<file path="config.mk">
export PLATFORM = sky130hd
export DESIGN_NAME = mem_access
export DESIGN_NICKNAME = d
export VERILOG_FILES = /design/src/rtl/mem_access.sv
export SDC_FILE = /design/constraint.sdc
export NUM_CORES = 1
export LEC_CHECK = 0
export BUFFER_PORTS_ARGS = -buffer_cell sky130_fd_sc_hd__buf_2
export CAP_MARGIN = 20
export CORE_AREA = 2 2 136 138
export CTS_CLUSTER_DIAMETER = 100
export DETAILED_ROUTE_END_ITERATION = 7
export DIE_AREA = 0 0 138 140
export GPL_ROUTABILITY_DRIVEN = 0
export GPL_TIMING_DRIVEN = 0
export SETUP_SLACK_MARGIN = 0.15
export SYNTH_ARGS = -nofsm -noshare
export SYNTH_HDL_FRONTEND = slang
export SYNTH_SLANG_ARGS = --single-unit
</file>
<file path="constraint.sdc">
create_clock -name cpu_clk -period 4.9 [get_ports cpu_clk]
set_input_delay 0.98 -clock cpu_clk [delete_from_list [all_inputs] [get_ports cpu_clk]]
set_output_delay 0.98 -clock cpu_clk [all_outputs]
set_load 0.05 [all_outputs]
</file>
<file path="src/rtl/mem_access.sv">
// MIPS memory-access stage: drives the variable-latency data-memory bus, formats
// load/store data, flags misaligned addresses and stalls the pipeline while busy.
//    state | meaning
//    IDLE  | no access in flight; pass-through, misalignment check, request issue
//    WAIT  | request outstanding, waiting for dm_ack
//    DONE  | read word captured; formatted result presented until MEM/WB accepts
package mips_abb_pkg;
   typedef logic [4:0]  reg_addr;
   typedef logic [31:0] reg_word;
   typedef logic [31:0] dram_addr;
   typedef logic [31:0] dram_data;
   typedef logic [31:0] instr_addr;
   typedef enum logic [3:0] {
      MEMOP_NONE = 4'd0,
      MEMOP_LB   = 4'd1,
      MEMOP_LBU  = 4'd2,
      MEMOP_LH   = 4'd3,
      MEMOP_LHU  = 4'd4,
      MEMOP_LW   = 4'd5,
      MEMOP_SB   = 4'd6,
      MEMOP_SH   = 4'd7,
      MEMOP_SW   = 4'd8
   } memop;
endpackage

module mem_access
   import mips_abb_pkg::*;
(
   input  logic        cpu_clk,
   input  logic        cpu_rst_n,
   input  logic        mem_i_rfwe,
   input  reg_addr     mem_i_rfwa,
   input  reg_word     mem_i_res,
   input  instr_addr   mem_i_pc,
   input  memop        mem_i_memop,
   input  dram_addr    mem_i_addr,
   input  dram_data    mem_i_data,
   input  logic        wb_stall,
   output logic        dm_req,
   output logic        dm_we,
   output dram_addr    dm_addr,
   output logic [3:0]  dm_wstrb,
   output dram_data    dm_wdata,
   input  logic        dm_ack,
   input  dram_data    dm_rdata,
   output logic        mem_o_rfwe,
   output reg_addr     mem_o_rfwa,
   output reg_word     mem_o_res,
   output instr_addr   mem_o_pc,
   output logic [1:0]  mem_o_excp,
   output dram_addr    mem_o_badvaddr,
   output logic        stallreq_mem
);

   localparam logic [1:0] ST_IDLE = 2'd0;
   localparam logic [1:0] ST_WAIT = 2'd1;
   localparam logic [1:0] ST_DONE = 2'd2;

   logic [1:0]  state;
   logic [1:0]  state_nxt;
   dram_data    rdata_q;
   logic        is_load;
   logic        is_store;
   logic        misaligned;
   logic        access;
   logic        capture;
   logic [3:0]  wstrb_st;
   dram_data    wdata_st;
   logic [7:0]  byte_sel;
   logic [15:0] half_sel;
   reg_word     load_res;

   always_comb begin
      is_load  = mem_i_memop inside {MEMOP_LB, MEMOP_LBU, MEMOP_LH, MEMOP_LHU, MEMOP_LW};
      is_store = mem_i_memop inside {MEMOP_SB, MEMOP_SH, MEMOP_SW};
      misaligned = ((mem_i_memop inside {MEMOP_LH, MEMOP_LHU, MEMOP_SH}) && mem_i_addr[0])
                || ((mem_i_memop inside {MEMOP_LW, MEMOP_SW}) && (mem_i_addr[1:0] != 2'b00));
      access = (is_load || is_store) && !misaligned;
   end

   // The request is masked during reset so an abandoned access drops off the bus at once.
   always_comb begin
      dm_req       = cpu_rst_n && (((state == ST_IDLE) && access) || (state == ST_WAIT));
      capture      = dm_req && dm_ack;
      stallreq_mem = dm_req || ((state == ST_DONE) && wb_stall);
   end

   always_comb begin
      state_nxt = state;
      case (state)
         ST_IDLE: if (access) state_nxt = dm_ack ? ST_DONE : ST_WAIT;
         ST_WAIT: if (dm_ack) state_nxt = ST_DONE;
         ST_DONE: if (!wb_stall) state_nxt = ST_IDLE;
         default: state_nxt = ST_IDLE;
      endcase
   end

   always_ff @(posedge cpu_clk or negedge cpu_rst_n) begin
      if (!cpu_rst_n) begin
         state   <= ST_IDLE;
         rdata_q <= '0;
      end else begin
         state <= state_nxt;
         if (capture) rdata_q <= dm_rdata;
      end
   end

   always_comb begin
      wstrb_st = 4'b0000;
      wdata_st = '0;
      case (mem_i_memop)
         MEMOP_SB: begin
            wstrb_st = 4'b0001 << mem_i_addr[1:0];
            wdata_st = {4{mem_i_data[7:0]}};
         end
         MEMOP_SH: begin
            wstrb_st = mem_i_addr[1] ? 4'b1100 : 4'b0011;
            wdata_st = {2{mem_i_data[15:0]}};
         end
         MEMOP_SW: begin
            wstrb_st = 4'b1111;
            wdata_st = mem_i_data;
         end
         default: ;
      endcase
      dm_we    = dm_req && is_store;
      dm_wstrb = dm_we ? wstrb_st : 4'b0000;
      dm_wdata = dm_we ? wdata_st : '0;
      dm_addr  = {mem_i_addr[31:2], 2'b00};
   end

   always_comb begin
      byte_sel = rdata_q[{mem_i_addr[1:0], 3'b000} +: 8];
      half_sel = rdata_q[{mem_i_addr[1], 4'b0000} +: 16];
      case (mem_i_memop)
         MEMOP_LB:  load_res = {{24{byte_sel[7]}}, byte_sel};
         MEMOP_LBU: load_res = {24'h0, byte_sel};
         MEMOP_LH:  load_res = {{16{half_sel[15]}}, half_sel};
         MEMOP_LHU: load_res = {16'h0, half_sel};
         MEMOP_LW:  load_res = rdata_q;
         default:   load_res = '0;
      endcase
   end

   always_comb begin
      mem_o_rfwa     = mem_i_rfwa;
      mem_o_pc       = mem_i_pc;
      mem_o_rfwe     = mem_i_rfwe && !is_store && !misaligned;
      mem_o_res      = ((state == ST_DONE) && is_load) ? load_res : mem_i_res;
      mem_o_excp     = misaligned ? (is_store ? 2'b10 : 2'b01) : 2'b00;
      mem_o_badvaddr = misaligned ? mem_i_addr : '0;
   end

endmodule

</file>
==> flow_metrics.env, run 1 <==
export IMPL_outcome="complete, no violations"
export IMPL_numCtsBuffers=5
export IMPL_area_delta_synth_final_pct=55.2
export IMPL_ys_seq_elements=34
export IMPL_drc_errors=0
export IMPL_wl_per_cell_microns=16.6
export IMPL_clockPowerShare_pct=19.7
export IMPL_max_freq_mhz=237
export IMPL_p_sw_share_pct=46.1
export IMPL_finalPower_uw=1630
export IMPL_cp_startpoint="mem_i_addr[1]"
export IMPL_switchingPower_uw=752
export IMPL_root_buffer="clkbuf_16"
export IMPL_synthCells=462
export IMPL_p_seq_share_pct=29.9
export IMPL_insertion_delay_ns=0.28
export IMPL_cp_required_ns=3.92
export IMPL_cts_max_path_buffers=2
export IMPL_grtUsageTotal_pct=16.5
export IMPL_ant_nets=0
export IMPL_endpoint_kind="output port"
export IMPL_hpwl_microns=14000
export IMPL_ys_warn_count=0
export IMPL_std_cell_rows=49
export IMPL_tightest_slew_ns=0.841
export IMPL_relSlewSlack_pct=43.9
export IMPL_clock_sinks=34
export IMPL_crit_type="in -> out"
export IMPL_syn_cell_area_sq_um=3590
export IMPL_min_from="rdata_q[15]"
export IMPL_drtIter0Drc=133
export IMPL_nFillCells=1955
export IMPL_fin_crit_ns=4.22
export IMPL_crit_fanout=10
export IMPL_synth_edf_count=0
export IMPL_rsz0062_at_grt="false"
export IMPL_setup_viol=0
export IMPL_start_util_pct=20.2
export IMPL_combPwrFrac_pct=50.4
export IMPL_numPortBuffers=309
export IMPL_drive_gt1_share_pct=52.2
export IMPL_async_flop_share_pct=100
export IMPL_fin_crit_sh_pct=86.1
export IMPL_cts_tree="built"
export IMPL_grt_pass1_vias=4365
export IMPL_grt_antenna_before_repair=1
export IMPL_arrival_ns=3.24
export IMPL_core_area_sq_um=17800
export IMPL_cts_hold_buf=0
export IMPL_final_hold_violation_count=0
export IMPL_firstDrtPassIters=4
export IMPL_die_h_microns=140
export IMPL_htree_levels=2
export IMPL_skew_ns=0.00277
export IMPL_dieArea_sq_um=19300
export IMPL_grt_max_degree=36
export IMPL_final_util_pct=31.4
export IMPL_syn_avg_cell_area_sq_um=7.78
export IMPL_startpoint_type="input pin"
export IMPL_vias=4388
export IMPL_tns_ns=0
export IMPL_yosysSeqAreaShare_pct=23.7
export IMPL_overflow=0
export IMPL_cap_violations=0
export IMPL_nets=953
export IMPL_internal_power_uw=878
export IMPL_r2r_start="state[1]"
export IMPL_hp_class="reg -> reg"
export IMPL_synthFlopType="dfrtp_1"
export IMPL_cts_resized=0
export IMPL_chipWidth_microns=138
export IMPL_p_per_area_nw_per_um2=292
export IMPL_io_pins=349
export IMPL_vias_per_cell=4.35
export IMPL_leakage_uw=0.00299
export IMPL_slew_viol_final=0
export IMPL_post_cts_buffers=0
export IMPL_synth_distinct_cells=39
export IMPL_clk_pin_slew_ns=0.06
export IMPL_insertedDiodeCount=0
export IMPL_finalWirelength_microns=16700
export IMPL_ir_drop_uv=241
export IMPL_grt_pass1_wl_microns=25300
metal layers:
metal / track usage [%] / wire length, microns / vias up
li1: - / - / 2158
met1: 20.1 / 6940 / 2010
met2: 29.9 / 8410 / 206
met3: 3.52 / 1190 / 12
met4: 3.38 / 173 / 2
met5: 0 / 13 / -
area by class of cell:
type	count	area, sq um	area share [%]
Multi-Input combinational cell	325	2070	37.1
Tap cell	229	287	5.14
Clock buffer	7	143	2.56
Sequential cell	34	851	15.3
Inverter	5	18.8	0.336
Clock inverter	1	5.00	0.0897
Buffer	99	661	11.8
Timing Repair Buffer	309	1550	27.7
Yosys cell counts (2+ instances only):
library cell / n / area share (%)
or3_1: 3 / 0.52
buf_6: 3 / 0.94
inv_1: 5 / 0.52
mux2i_1: 10 / 2.8
nor2_1: 69 / 7.2
clkbuf_1: 21 / 2.2
nand3_1: 2 / 0.28
o22ai_1: 3 / 0.52
nand2_1: 35 / 3.7
buf_2: 6 / 0.84
a22o_1: 7 / 1.7
nor3_1: 3 / 0.42
dfrtp_1: 34 / 24
a31oi_1: 11 / 1.9
mux2_2: 10 / 3.1
a22oi_1: 23 / 4.8
o22a_1: 9 / 2.2
nor2b_1: 6 / 1.0
mux2_1: 30 / 9.4
a21oi_1: 33 / 4.6
buf_4: 69 / 14
o21ai_0: 4 / 0.56
nand3b_1: 2 / 0.42
and2_1: 34 / 5.9
nand2b_1: 6 / 1.0
a21o_1: 2 / 0.42
and3_1: 10 / 1.7
path summary, 6_finish.rpt:
kind                                 end  slack (ns)  cells after the start
max                        mem_o_res[11]        0.68                      8
max in group asynchronous     rdata_q[3]        3.56                      1
min in group asynchronous    rdata_q[25]        0.80                      1
min reg2reg                  rdata_q[15]        0.49                      1
max reg2reg                  rdata_q[11]        3.23                      5
min                          rdata_q[15]        0.49                      1
sequential cells by signal (all words and copies together) (netlist names):
register and count:
rdata_q 32, state 2
power by group through the flow:
stage | sequential, uW | clock [uW] | combinational, uW
2_1_floorplan | 451 | 0 | 607
3_3_place_gp | 483 | 0 | 820
3_5_place_dp | 491 | 0 | 825
4_1_cts | 486 | 330 | 830
5_1_grt | 502 | 343 | 878
6_report | 486 | 322 | 821
worst max-delay path, stage by stage:
cell      delay, ns
buf_2          0.14
clkbuf_1       0.42
nand2_1        0.11
o21ai_0        0.19
a31oi_1        0.18
o21ai_1        0.68
o22a_1         0.26
buf_2          0.26
per-stage QoR:
stage | instance area, sq um | hold WS, ns | instances | setup slack, ns
2_1_floorplan | 3600 | 0.458 | 463 | 1.03
3_3_place_gp | 5430 | 0.467 | 1001 | 0.641
3_5_place_dp | 5430 | 0.477 | 1001 | 0.655
4_1_cts | 5580 | 0.490 | 1009 | 0.648
5_1_grt | 5580 | 0.501 | 1009 | 0.428
6_report | 5580 | 0.485 | 1009 | 0.679
cell usage in the layout (no fill, tap or decap), drive strengths merged, types with 7 or more instances in the layout:
master	count
a21oi	33
a22o	7
a22oi	23
a31oi	11
and2	34
and3	10
buf	387
clkbuf	28
dfrtp	34
mux2	40
mux2i	10
nand2	35
nor2	70
o22a	9
cells by family after synthesis:
kind of cell / count (synthesis) / share of synthesized area, %
xor gates and xnor gates: 1 / 0.244
muxes: 50 / 15.3
buffers and inverters: 104 / 18.9
AOI/OAI and AO/OA: 97 / 17.9
other: 1 / 0.104
and+or+nand+nor: 175 / 23.9
DFF: 34 / 23.7
Power figures use the tool's default switching activity.
==> run 2: changes to the inputs <==
--- a/config.mk
+++ b/config.mk
@@ -5,6 +5,7 @@
 export SDC_FILE = /design/constraint.sdc
 export NUM_CORES = 1
 export LEC_CHECK = 0
+export ABC_AREA = 1
 export BUFFER_PORTS_ARGS = -buffer_cell sky130_fd_sc_hd__buf_2
 export CAP_MARGIN = 20
 export CORE_AREA = 2 2 136 138
@@ -13,7 +14,6 @@
 export DIE_AREA = 0 0 138 140
 export GPL_ROUTABILITY_DRIVEN = 0
 export GPL_TIMING_DRIVEN = 0
-export SETUP_SLACK_MARGIN = 0.15
 export SYNTH_ARGS = -nofsm -noshare
 export SYNTH_HDL_FRONTEND = slang
 export SYNTH_SLANG_ARGS = --single-unit
==> run 2 against run 1 <==
Effect of this change: synthesized cell count up 46%; sequential share of layout area is 1.1 points lower; first-iteration DRC count rose to 2.9 times the previous value; die area unchanged; wire length rose by 9.3%; via count up 22%; hold slack got worse by 0.016 ns; final area is 7.5% higher; clock power about the same; critical path depth is 1 lower; synthesized area up 12%; non-clock buffer count rose by 2.
==> flow_metrics.env, run 2 <==
export IMPL_outcome="complete, no violations"
export IMPL_synth_top_area_share_pct=21.2
export IMPL_cts_hold_buf=0
export IMPL_drtIter0Drc=390
export IMPL_cp_startpoint="cpu_rst_n"
export IMPL_start_util_pct=22.6
export IMPL_p_per_area_nw_per_um2=335
export IMPL_grt_max_degree=36
export IMPL_setup_viol=0
export IMPL_synth_top_cells_by_count="nand2_1, nor2_1, inv_1, buf_4, o21ai_0"
export IMPL_drive_gt1_share_pct=44.3
export IMPL_skew_ns=0.00369
export IMPL_cap_violations=0
export IMPL_synthFlopType="dfrtp_1"
export IMPL_arrival_ns=3.40
export IMPL_grt_antenna_before_repair=2
export IMPL_startpoint_type="input pin"
export IMPL_grt_pass1_vias=4942
export IMPL_synth_edf_count=0
export IMPL_tightest_slew_ns=1.01
export IMPL_synth_distinct_cells=33
export IMPL_r2r_setup_slack_ns=2.91
export IMPL_relSlewSlack_pct=32.5
export IMPL_hpwl_microns=15300
export IMPL_synthAdderAreaFrac_pct=0
export IMPL_synth_top_family_by_area="simple AND/OR/NAND/NOR gates"
export IMPL_clockPowerShare_pct=16.0
export IMPL_nets=1163
export IMPL_slew_viol_final=0
export IMPL_async_flop_share_pct=100
export IMPL_dp_cells=1211
export IMPL_syn_cell_area_sq_um=4020
export IMPL_cts_max_path_buffers=2
export IMPL_yosysSeqAreaShare_pct=21.2
export IMPL_core_area_sq_um=17800
export IMPL_numPortBuffers=307
export IMPL_post_cts_buffers=0
export IMPL_clock_sinks=34
export IMPL_dieArea_sq_um=19300
export IMPL_hp_class="reg -> reg"
export IMPL_wl_per_cell_microns=15.0
export IMPL_ys_warn_count=0
export IMPL_chipWidth_microns=138
export IMPL_syn_avg_cell_area_sq_um=5.96
export IMPL_grtUsageTotal_pct=17.4
export IMPL_tns_ns=0
export IMPL_ys_seq_elements=34
export IMPL_synth_compound_area_share_pct=17.2
export IMPL_drc_errors=0
export IMPL_fin_crit_ns=4.38
export IMPL_io_pins=349
export IMPL_synthSimpleGateAreaFrac_pct=35.8
export IMPL_combPwrFrac_pct=56.9
export IMPL_overflow=0
export IMPL_fin_cells=1221
export IMPL_crit_fanout=35
export IMPL_die_h_microns=140
export IMPL_muxShareOfSynthArea_pct=0
export IMPL_vias=5373
export IMPL_fin_crit_sh_pct=89.4
export IMPL_insertion_delay_ns=0.28
export IMPL_final_hold_violation_count=0
export IMPL_multi_input_area_sq_um=2140
export IMPL_finalPower_uw=2010
export IMPL_p_seq_share_pct=27.0
export IMPL_r2r_start="state[1]"
export IMPL_ant_nets=0
export IMPL_top_register="rdata_q"
export IMPL_firstDrtPassIters=5
export IMPL_cp_required_ns=3.92
export IMPL_grt_pass1_wl_microns=27100
export IMPL_numCtsBuffers=5
export IMPL_finalWirelength_microns=18300
export IMPL_synth_area_leaders="dfrtp_1, nand2_1, buf_4, nor2_1, inv_1"
export IMPL_yosysTopAreaCell="dfrtp_1"
export IMPL_largest_registers="rdata_q: 32 flops, state: 2 flops"
export IMPL_crit_type="in -> out"
export IMPL_final_cell_mix="buf_2, nand2_1, nor2_1"
export IMPL_root_buffer="clkbuf_16"
export IMPL_std_cell_rows=49
export IMPL_nFillCells=1988
export IMPL_vias_per_cell=4.40
export IMPL_final_common_cell="buf_2"
export IMPL_min_from="rdata_q[8]"
export IMPL_largest_reg_flops=32
export IMPL_final_util_pct=33.7
export IMPL_internal_power_uw=942
export IMPL_switchingPower_uw=1070
export IMPL_leakage_uw=0.00361
export IMPL_seq_area_sq_um=851
export IMPL_area_delta_synth_final_pct=49.4
export IMPL_cts_resized=0
export IMPL_cts_tree="built"
export IMPL_htree_levels=2
export IMPL_synthXorXnorAreaFrac_pct=0
export IMPL_rsz0062_at_grt="false"
export IMPL_ir_drop_uv=241
export IMPL_clk_pin_slew_ns=0.05
export IMPL_endpoint_kind="output port"
export IMPL_synthCells=674
export IMPL_p_sw_share_pct=53.1
export IMPL_synth_most_common_cell="nand2_1"
export IMPL_max_freq_mhz=228
-- run 2: critical path, stage by stage --
cell and delay (ns):
buf_2 0.60, inv_1 0.08, nor2_1 0.78, nand3_4 0.27, buf_6 0.25, nor2_2 0.12, buf_2 0.28
-- run 2: area by class of cell --
| type | count | area share [%] |
|---|---|---|
| repair buffers | 307 | 25.6 |
| well taps | 229 | 4.78 |
| multi-input cells | 449 | 35.6 |
| flip-flops and latches | 34 | 14.2 |
| inverters | 89 | 5.61 |
| plain buffers | 103 | 11.6 |
| clock inverters | 2 | 0.209 |
| clock buffers | 6 | 2.31 |
| diodes | 2 | 0.0834 |
-- run 2: path summary, 6_finish.rpt --
path | end | depth (start not counted)
worst min-delay path | rdata_q[8] | 2
worst max register to register | rdata_q[15] | 4
worst max-delay path | dm_wdata[10] | 7
min in group asynchronous | rdata_q[31] | 1
worst min register to register | rdata_q[8] | 2
max in group asynchronous | rdata_q[7] | 1
-- run 2: cells by family (layout without fill, tap and decap cells) --
| kind of cell | Yosys count | after routing |
|---|---|---|
| and+or+nand+nor | 332 | 332 |
| buffers and inverters | 192 | 507 |
| AOI/OAI and AO/OA | 115 | 115 |
| DFF | 34 | 34 |
| other | 1 | 4 |
-- run 2: power by group through the flow --
stage | combinational, uW | clock [uW] | sequential [uW]
after global routing | 1240 | 342 | 558
after CTS | 1140 | 326 | 539
after floorplan | 841 | 0 | 498
final | 1140 | 322 | 543
after global placement | 1130 | 0 | 541
after detailed placement | 1140 | 0 | 543
-- run 2: routing by layer --
| metal | global-route usage (%) | vias up | wire length [microns] |
|---|---|---|---|
| met5 | 0 | - | 0 |
| met4 | 3.49 | 0 | 213 |
| met3 | 2.97 | 15 | 1240 |
| met2 | 32.0 | 247 | 9390 |
| met1 | 21.5 | 2403 | 7420 |
| li1 | - | 2708 | - |
-- run 2: per-stage QoR --
stage / cell area [sq um] / hold slack, ns / worst slack (ns)
after detailed placement: 5840 / 0.460 / 0.531
final: 6000 / 0.469 / 0.520
after global placement: 5840 / 0.456 / 0.466
after floorplan: 4020 / 0.442 / 1.21
after global routing: 6000 / 0.493 / 0.234
after CTS: 5990 / 0.474 / 0.528
